$ cat src/rtl/aq_ifu_fetch_ctrl.sv
// IFU fetch controller: gates ICache fetch requests, tracks in-flight requests,
// marks stale responses after a cancel for dropping, and runs the low-power handshake.
module aq_ifu_fetch_ctrl #(
  parameter int OUTSTD_DEPTH = 2,
  parameter int MASK_NUM     = 2,
  localparam int CNT_W       = $clog2(OUTSTD_DEPTH + 1)
) (
  input  logic                forever_cpuclk,
  input  logic                cpurst,
  input  logic                ibuf_ctrl_inst_fetch,
  input  logic                icache_ctrl_inv_fsm_idle,
  input  logic                icache_ctrl_req_grant,
  input  logic                icache_ctrl_resp_vld,
  input  logic [MASK_NUM-1:0] ifu_mask_src,
  input  logic                cp0_ifu_lpmd_req,
  input  logic                rtu_ifu_flush_fe,
  input  logic                pcgen_ctrl_chgflw_vld,
  input  logic                pred_ctrl_stall,
  input  logic                icache_ctrl_stall,
  input  logic                idu_ifu_id_stall,
  output logic                ctrl_icache_req_vld,
  output logic                ctrl_icache_abort,
  output logic                ctrl_ipack_cancel,
  output logic                ctrl_btb_chgflw_vld,
  output logic                ctrl_ipack_resp_drop,
  output logic                ctrl_btb_stall,
  output logic                ctrl_ibuf_pop_en,
  output logic                ctrl_cp0_lpmd_ack,
  output logic [CNT_W-1:0]    ctrl_inflight_cnt
);

  localparam logic [CNT_W-1:0] DEPTH_C = CNT_W'(OUTSTD_DEPTH);
  localparam logic [CNT_W-1:0] ONE_C   = CNT_W'(1);

  typedef enum logic [1:0] {
    RUN   = 2'd0,
    DRAIN = 2'd1,
    LPMD  = 2'd2
  } state_t;

  state_t           r_state;
  state_t           w_state_nxt;
  logic [CNT_W-1:0] r_inflight;
  logic [CNT_W-1:0] w_inflight_nxt;
  logic [CNT_W-1:0] r_stale;
  logic [CNT_W-1:0] w_stale_nxt;
  logic             w_cancel;
  logic             w_issue;
  logic             w_resp_dec;
  logic             w_drop;

  assign w_cancel = rtu_ifu_flush_fe | pcgen_ctrl_chgflw_vld;

  assign ctrl_icache_abort   = w_cancel;
  assign ctrl_ipack_cancel   = w_cancel;
  assign ctrl_btb_chgflw_vld = w_cancel;
  assign ctrl_btb_stall      = pred_ctrl_stall | icache_ctrl_stall;
  assign ctrl_ibuf_pop_en    = !idu_ifu_id_stall;

  assign ctrl_icache_req_vld = !cpurst && (r_state == RUN) && !cp0_ifu_lpmd_req
                               && ibuf_ctrl_inst_fetch && icache_ctrl_inv_fsm_idle
                               && !(|ifu_mask_src) && !w_cancel
                               && (r_inflight < DEPTH_C);

  assign w_issue    = ctrl_icache_req_vld & icache_ctrl_req_grant;
  // A response with nothing outstanding is ignored so the count cannot wrap.
  assign w_resp_dec = icache_ctrl_resp_vld & (r_inflight != '0);
  assign w_drop     = icache_ctrl_resp_vld & (r_stale != '0);

  assign ctrl_ipack_resp_drop = w_drop;
  assign ctrl_inflight_cnt    = r_inflight;
  assign ctrl_cp0_lpmd_ack    = (r_state == LPMD);

  always_comb begin
    w_inflight_nxt = r_inflight;
    case ({w_issue, w_resp_dec})
      2'b10:   w_inflight_nxt = r_inflight + ONE_C;
      2'b01:   w_inflight_nxt = r_inflight - ONE_C;
      default: w_inflight_nxt = r_inflight;
    endcase
  end

  // On cancel every request still outstanding after this cycle becomes stale.
  always_comb begin
    w_stale_nxt = r_stale;
    if (w_cancel) begin
      w_stale_nxt = w_inflight_nxt;
    end else if (w_drop) begin
      w_stale_nxt = r_stale - ONE_C;
    end
  end

  always_comb begin
    w_state_nxt = r_state;
    case (r_state)
      RUN: begin
        if (cp0_ifu_lpmd_req) w_state_nxt = DRAIN;
      end
      DRAIN: begin
        if (!cp0_ifu_lpmd_req)          w_state_nxt = RUN;
        else if (w_inflight_nxt == '0)  w_state_nxt = LPMD;
      end
      LPMD: begin
        if (!cp0_ifu_lpmd_req) w_state_nxt = RUN;
      end
      default: w_state_nxt = RUN;
    endcase
  end

  always_ff @(posedge forever_cpuclk or posedge cpurst) begin
    if (cpurst) begin
      r_state    <= RUN;
      r_inflight <= '0;
      r_stale    <= '0;
    end else begin
      r_state    <= w_state_nxt;
      r_inflight <= w_inflight_nxt;
      r_stale    <= w_stale_nxt;
    end
  end

  a_no_resp_underflow: assert property (
    @(posedge forever_cpuclk) disable iff (cpurst)
      !(icache_ctrl_resp_vld && (r_inflight == '0)))
    else $warning("icache response received with no request in flight");

endmodule
$ cat config.mk
export PLATFORM = sky130hd
export DESIGN_NAME = aq_ifu_fetch_ctrl
export DESIGN_NICKNAME = d
export VERILOG_FILES = /design/src/rtl/aq_ifu_fetch_ctrl.sv
export SDC_FILE = /design/constraint.sdc
export NUM_CORES = 1
export LEC_CHECK = 0
export CORE_AREA = 5 5 42 44
export CTS_CLUSTER_SIZE = 14
export DETAILED_ROUTE_END_ITERATION = 12
export DIE_AREA = 0 0 47 49
export GPL_ROUTABILITY_DRIVEN = 0
export PLACE_DENSITY_LB_ADDON = 0.2
export SYNTH_ARGS = -nofsm -noshare
export SYNTH_HDL_FRONTEND = slang
export SYNTH_SLANG_ARGS = --single-unit
$ cat constraint.sdc
create_clock -name forever_cpuclk -period 3.81 [get_ports forever_cpuclk]
set_input_delay 0.762 -clock forever_cpuclk [delete_from_list [all_inputs] [get_ports forever_cpuclk]]
set_output_delay 0.762 -clock forever_cpuclk [all_outputs]
set_load 0.005 [all_outputs]
==> results.md, run 1 <==
- Outcome: finished clean
- WL per Instance: 11.7 um
- H-tree depth: 1
- Layout cells sized above 1: 0.0563
- Post-synthesis xor/xnor area fraction: 0.106
- Most frequent cells in the layout: clkdlybuf4s50_1 (23), inv_1 (7), dfrtp_1 (6), nor2_1 (5), nor2b_1 (4)
- Post-layout minimum cycle time: 3010 ps
- Mux cell area share after synthesis: 0
- Most common flop cell mapped by yosys: dfrtp_1
- Sequential group share of total power: 0.340
- Worst Path Arrival: 2250 ps
- Psw: about 130 uW
- Top Usage Layer GRT: met2
- Utilization after layout: 0.478
- Met1 usage in global routing: 0.107
- First-pass GRT wire length: around 1600 um
- Pin count of the biggest net entering global routing: 8
- Yosys cell types: 22
- Crit path required time: approximately 3100 ps
- Post-synth ARST share: 1.00
- RSZ-0062 raised after global routing: false
- # nets final: 89
- Crit share post-route: 0.790
- # DRC: 0
- Synth Net Count: 63
- Total area of sequential cells: about 150 um2
- GR Util met2: 0.143
- Die height: between 40 and 50 um
- TNS Setup: 0 ps
- Synth Area in Adders: 0.0608
- Most common cell after layout, fill and taps aside: clkdlybuf4s50_1
- All-layer global routing usage: 0.0961
- TritonCTS sink count: 6
- Hold Buf Count CTS: 0
- Lkg Pwr: between 0.0002 and 0.0003 uW
- Highest clock rate: 332 MHz
- Post-DP HPWL: between 800 and 900 um
- # Post-CTS Setup Buffers: 0
- Post-Synth Simple-Gate Area: 0.261
- Remaining global-route overflow: 0
- Final Non-Filler Cells: 87
- Die width: approximately 47 um
- Via count: between 300 and 400
- Resized Gates After CTS: 0
- Core ar.: about 1400 um2
- Port Buffers: 23
- Internal power: 235 uW
- Synth Area in Compound Gates: 0.106
- Worst Setup Start Kind: input pin
- Cell row count: 14
- Clock Tree Buf Depth: 2
- Most frequent CP cell: clkdlybuf4s50_1
- DRT Wirelength: 1020 um
- Clock power share: 0.161
- WS Path Type: input pin to output pin
- Worst Hold Class: flip-flop to flip-flop
- Total power: 366 uW
- Filler Cell Count: roughly 160
- Ys Warns: 0
- TritonRoute pass-1 iters: 3
- EDFF count, synth: 0
- Slowest cell on crit path: clkdlybuf4s50_1
- Largest family of logic cells by synthesized area: simple AND/OR/NAND/NOR gates
- N_diodes: 0
- Combinational share of power: 0.499
- Worst-path cell chain: clkdlybuf4s50_1 -> nor4bb_1 -> and4_1 -> clkdlybuf4s50_1
- Post-synthesis cell count: between 40 and 50
- Vias/cell: 4.55
- Full die area: 2300 um2
- Rel. slew slack: 0.779
- Clock skew: roughly 1.6 ps
- Placement Setup Slack: about 770 ps
- Element type at the critical path end: output pin
- I/O pin cnt: 24
- CTS root buffer: clkbuf_4
- Slack of the critical path: 800 ps
- Multi-input gate area: approximately 220 um2
- Clock slew seen by the registers of the worst setup and hold paths: approximately 50 ps
- Worst-Skew Late Latency: between 200 and 250 ps
- Effective utilization at floorplan: 0.294
- CTS tree: done
- Post-route ant nets: 0
- Pins Over Slew Limit: 0
- Vias in the first global route: around 370
- Total CTS buffers: 3
- DRT iter0 DRCs: 6
- Initial antenna violation count: 0
- Sequential-to-total area share from yosys stat: 0.365
- Max-cap viol count: 0
- #FFs+latches synth: 6
- Max stage delay on crit path: approximately 500 ps
- Synth-to-layout area growth: 62.6%
- Post-Syn Area: around 410 um2
- Setup violations, final: 0
- Met3 usage: 0.0480
- Largest fanout on the critical path: 2
- Power per cell area: around 550 nW/um2
- Peak supply drop: about 0.00026 V
- Slew @ Worst Pin: between 300 and 400 ps
- Cells after DPL: between 80 and 90
- Net Sw Frac: 0.358
- Synth Area per Inst: just under 9 um2
- Final hold vios: 0
-- Yosys cell counts, types with 2 or more instances --
library cell / n / area [um2]
nand3_1: 2 / 10.0
nand2_1: 2 / 7.51
buf_4: 2 / 15.0
xnor2_1: 3 / 26.3
nor2b_1: 4 / 25.0
inv_1: 7 / 26.3
ha_1: 2 / 25.0
nor2_1: 5 / 18.8
xor2_1: 2 / 17.5
dfrtp_1: 6 / 150
-- state kept, by name, summed over array words and instances (netlist names) --
register,count
ctrl_inflight_cnt,2
r_stale,2
r_state,2
-- final cells by class --
cell class | instances | share of cell area
Timing Repair Buffer | 23 | 0.344
Clock buffer | 3 | 0.0336
Inverter | 7 | 0.0393
Sequential cell | 6 | 0.224
Tap cell | 16 | 0.0299
Multi-Input combinational cell | 32 | 0.329
-- stage by stage --
step / hold WS (ps) / cell area, um2
after global routing: 557 / 669
after global placement: 540 / 647
after floorplan: 506 / 412
after CTS: 548 / 669
after detailed placement: 539 / 647
final: 546 / 669
-- cell families after synthesis --
family,after synthesis
flip-flops,6
adder cells (fa/ha/maj),2
XOR/XNOR,5
AND/OR/NAND/NOR,19
AO/OA/AOI/OAI,6
buffers and inverters,9
-- metal layers --
metal | vias up | wire (um)
met5 | - | 0
met4 | 0 | 4
met3 | 2 | 100
met2 | 12 | 468
met1 | 174 | 444
li1 | 208 | -
-- path summary, 6_finish.rpt --
| path | start | end | slack, ps | cells past startpoint |
|---|---|---|---|---|
| worst min register to register | r_stale[1] | r_stale[1] | 550 | 2 |
| worst min-delay path | r_stale[1] | r_stale[1] | 550 | 2 |
| max in group asynchronous | cpurst | ctrl_inflight_cnt[1] | 2850 | 2 |
| min in group asynchronous | cpurst | ctrl_inflight_cnt[0] | 760 | 2 |
| worst max register to register | r_state[1] | r_stale[1] | 1850 | 6 |
| worst max-delay path | ibuf_ctrl_inst_fetch | ctrl_icache_req_vld | 800 | 4 |
-- worst max-delay path, delay by kind of cell --
kind	cells	cell delay (ps)
buf+inv	2	950
simple gates	2	530
-- power by group through the flow --
stage	logic, uW	clock network (uW)	registers [uW]
finish	183	58.8	124
global route	205	62.3	129
CTS	186	59.9	124
detailed placement	184	0	124
global placement	182	0	125
floorplan	114	0	121
Note: power is estimated with default switching activity, not from simulation.
==> inputs of run 2 (changes only) <==
Clock period 3.81 ns to 2.9 ns, I/O delays scaled along.
==> run 2 against run 1 <==
- worst hold slack better by 1.5 ps
- largest cell class unchanged
- critical path type unchanged
- design area grew 1.1%
- sequential share of layout area shrank 0.25 points
- utilization rose by 0.54 points
- first-iteration DRC count increased by 33%
- wire length down 3.5%
- die area did not move
==> results.md, run 2 (synthesis gave the netlist of run 1 again) <==
- H-tree depth: 1 (unchanged)
- N_diodes: 0 (unchanged)
- Slack of the critical path: 288 ps (was 800 ps)
- All-layer global routing usage: 0.0962 (was 0.0961)
- Crit path required time: 2320 ps (was 3050 ps)
- TritonRoute pass-1 iters: 4 (was 3)
- Die height: 49 um (unchanged)
- Rel. slew slack: 0.786 (was 0.779)
- Port Buffers: 23 (unchanged)
- Most common cell after layout, fill and taps aside: clkdlybuf4s50_1 (unchanged)
- Core ar.: 1400 um2 (unchanged)
- Worst Path Arrival: 2030 ps (was 2250 ps)
- Hold Buf Count CTS: 0 (unchanged)
- R2R depth: 6 (unchanged)
- Worst-Skew Late Latency: 240 ps (about the same)
- Clock skew: 2.59 ps (was 1.61 ps)
- CTS tree: done (unchanged)
- # DRC: 0 (unchanged)
- Post-route ant nets: 0 (unchanged)
- Initial antenna violation count: 0 (unchanged)
- # nets final: 90 (was 89)
- Power per cell area: 708 nW/um2 (was 547 nW/um2)
- Setup violations, final: 0 (unchanged)
- Placement Setup Slack: 248 ps (was 769 ps)
- TNS Setup: 0 ps (unchanged)
- DRT iter0 DRCs: 8 (was 6)
- Effective utilization at floorplan: 0.294 (unchanged)
- Cell row count: 14 (unchanged)
- Vias in the first global route: 395 (was 367)
- Via count: 393 (was 396)
- Outcome: finished clean (unchanged)
- Vias/cell: 4.47 (was 4.55)
- Full die area: 2300 um2 (unchanged)
- Hold-critical path depth: 2 (unchanged)
- Max-cap viol count: 0 (unchanged)
- I/O pin cnt: 24 (unchanged)
- Crit share post-route: 0.901
- Peak supply drop: 0.000289 V (was 0.000260 V)
- TritonCTS sink count: 6 (unchanged)
- Largest fanout on the critical path: 2 (unchanged)
- Worst Hold Class: flip-flop to flip-flop (unchanged)
- # Post-CTS Setup Buffers: 0 (unchanged)
- First-pass GRT wire length: 1570 um (about the same)
- Total CTS buffers: 3 (unchanged)
- Pins Over Slew Limit: 0 (unchanged)
- Clock Tree Buf Depth: 2 (unchanged)
- Die width: 47 um (unchanged)
- Worst Setup Start Kind: input pin (unchanged)
- Final Non-Filler Cells: 88 (was 87)
- Pin count of the biggest net entering global routing: 8 (unchanged)
- Remaining global-route overflow: 0 (unchanged)
- WS Path Type: input pin to output pin (unchanged)
- Cells after DPL: 85 (was 84)
- R2R Setup Slk: 940 ps (was 1850 ps)
- Final hold vios: 0 (unchanged)
- Clock slew seen by the registers of the worst setup and hold paths: 50 ps (about the same)
- CTS root buffer: clkbuf_4 (unchanged)
- Slew @ Worst Pin: 319 ps (was 331 ps)
- Element type at the critical path end: output pin (unchanged)
- Synth-to-layout area growth: 64.4% (was 62.6%)
- Layout cells sized above 1: 0.0694 (was 0.0563)
- Resized Gates After CTS: 0 (unchanged)
- Lkg Pwr: 0.000293 uW (was 0.000288 uW)
- Highest clock rate: ~380 MHz
- RSZ-0062 raised after global routing: false (unchanged)
- Post-DP HPWL: 823 um (was 824 um)
- Most frequent cells in the layout: clkdlybuf4s50_1 (23), inv_1 (7), dfrtp_1 (6), nor2_1 (5), nor2b_1 (4) (unchanged)
- Post-layout minimum cycle time: ~2600 ps
- WL per Instance: 11.2 um (was 11.7 um)
- DRT Wirelength: 982 um (was 1020 um)
-- run 2: cell count changes in the layout (fill, tap and decap cells not counted), sizes merged --
cell / change
buf: +1
-- run 2: per-layer routing --
layer  wire length (um)  vias to the layer above  share of wire  track usage
met3                 92                        0          0.094       0.0517
met2                425                       12           0.43        0.127
met1                464                      172           0.47        0.120
met5                  0                        -              0            0
li1                   -                      209              -            -
met4                  0                        0              0       0.0553
-- run 2: area by class of cell --
type                       count  area (um2)
clock buffer                   3        22.5
sequential                     6         150
inverter                       7        26.3
tap                           16        20.0
timing repair buffer          24         238
multi-input combinational     32         220
fill                         148         724
-- run 2: power by group --
| part | internal (uW) | switching [uW] | total (uW) |
|---|---|---|---|
| combinational | 140 | 99.8 | 240 |
| sequential | 122 | 41.7 | 164 |
| clock | 46.7 | 28.8 | 75.5 |
-- run 2: per-stage QoR --
stage	hold WS [ps]	total power, uW	instance area (um2)	utilization
after detailed placement	542	406	654	0.467
after CTS	557	485	677	0.483
after global placement	538	403	654	0.467
after global routing	578	523	677	0.483
after floorplan	376	308	412	-
final	548	479	677	0.483
-- run 2: path summary, 6_finish.rpt --
path	startpoint	to
max	ibuf_ctrl_inst_fetch	ctrl_icache_req_vld
min	r_stale[1]	r_stale[1]
max reg2reg	r_state[1]	r_stale[1]
min reg2reg	r_stale[1]	r_stale[1]
max in group asynchronous	cpurst	r_state[0]
min in group asynchronous	cpurst	ctrl_inflight_cnt[0]
-- run 2: worst max-delay path: stages --
cell and delay (ps):
clkdlybuf4s50_1 440, nor4bb_1 260, and4_1 240, clkdlybuf4s50_1 500
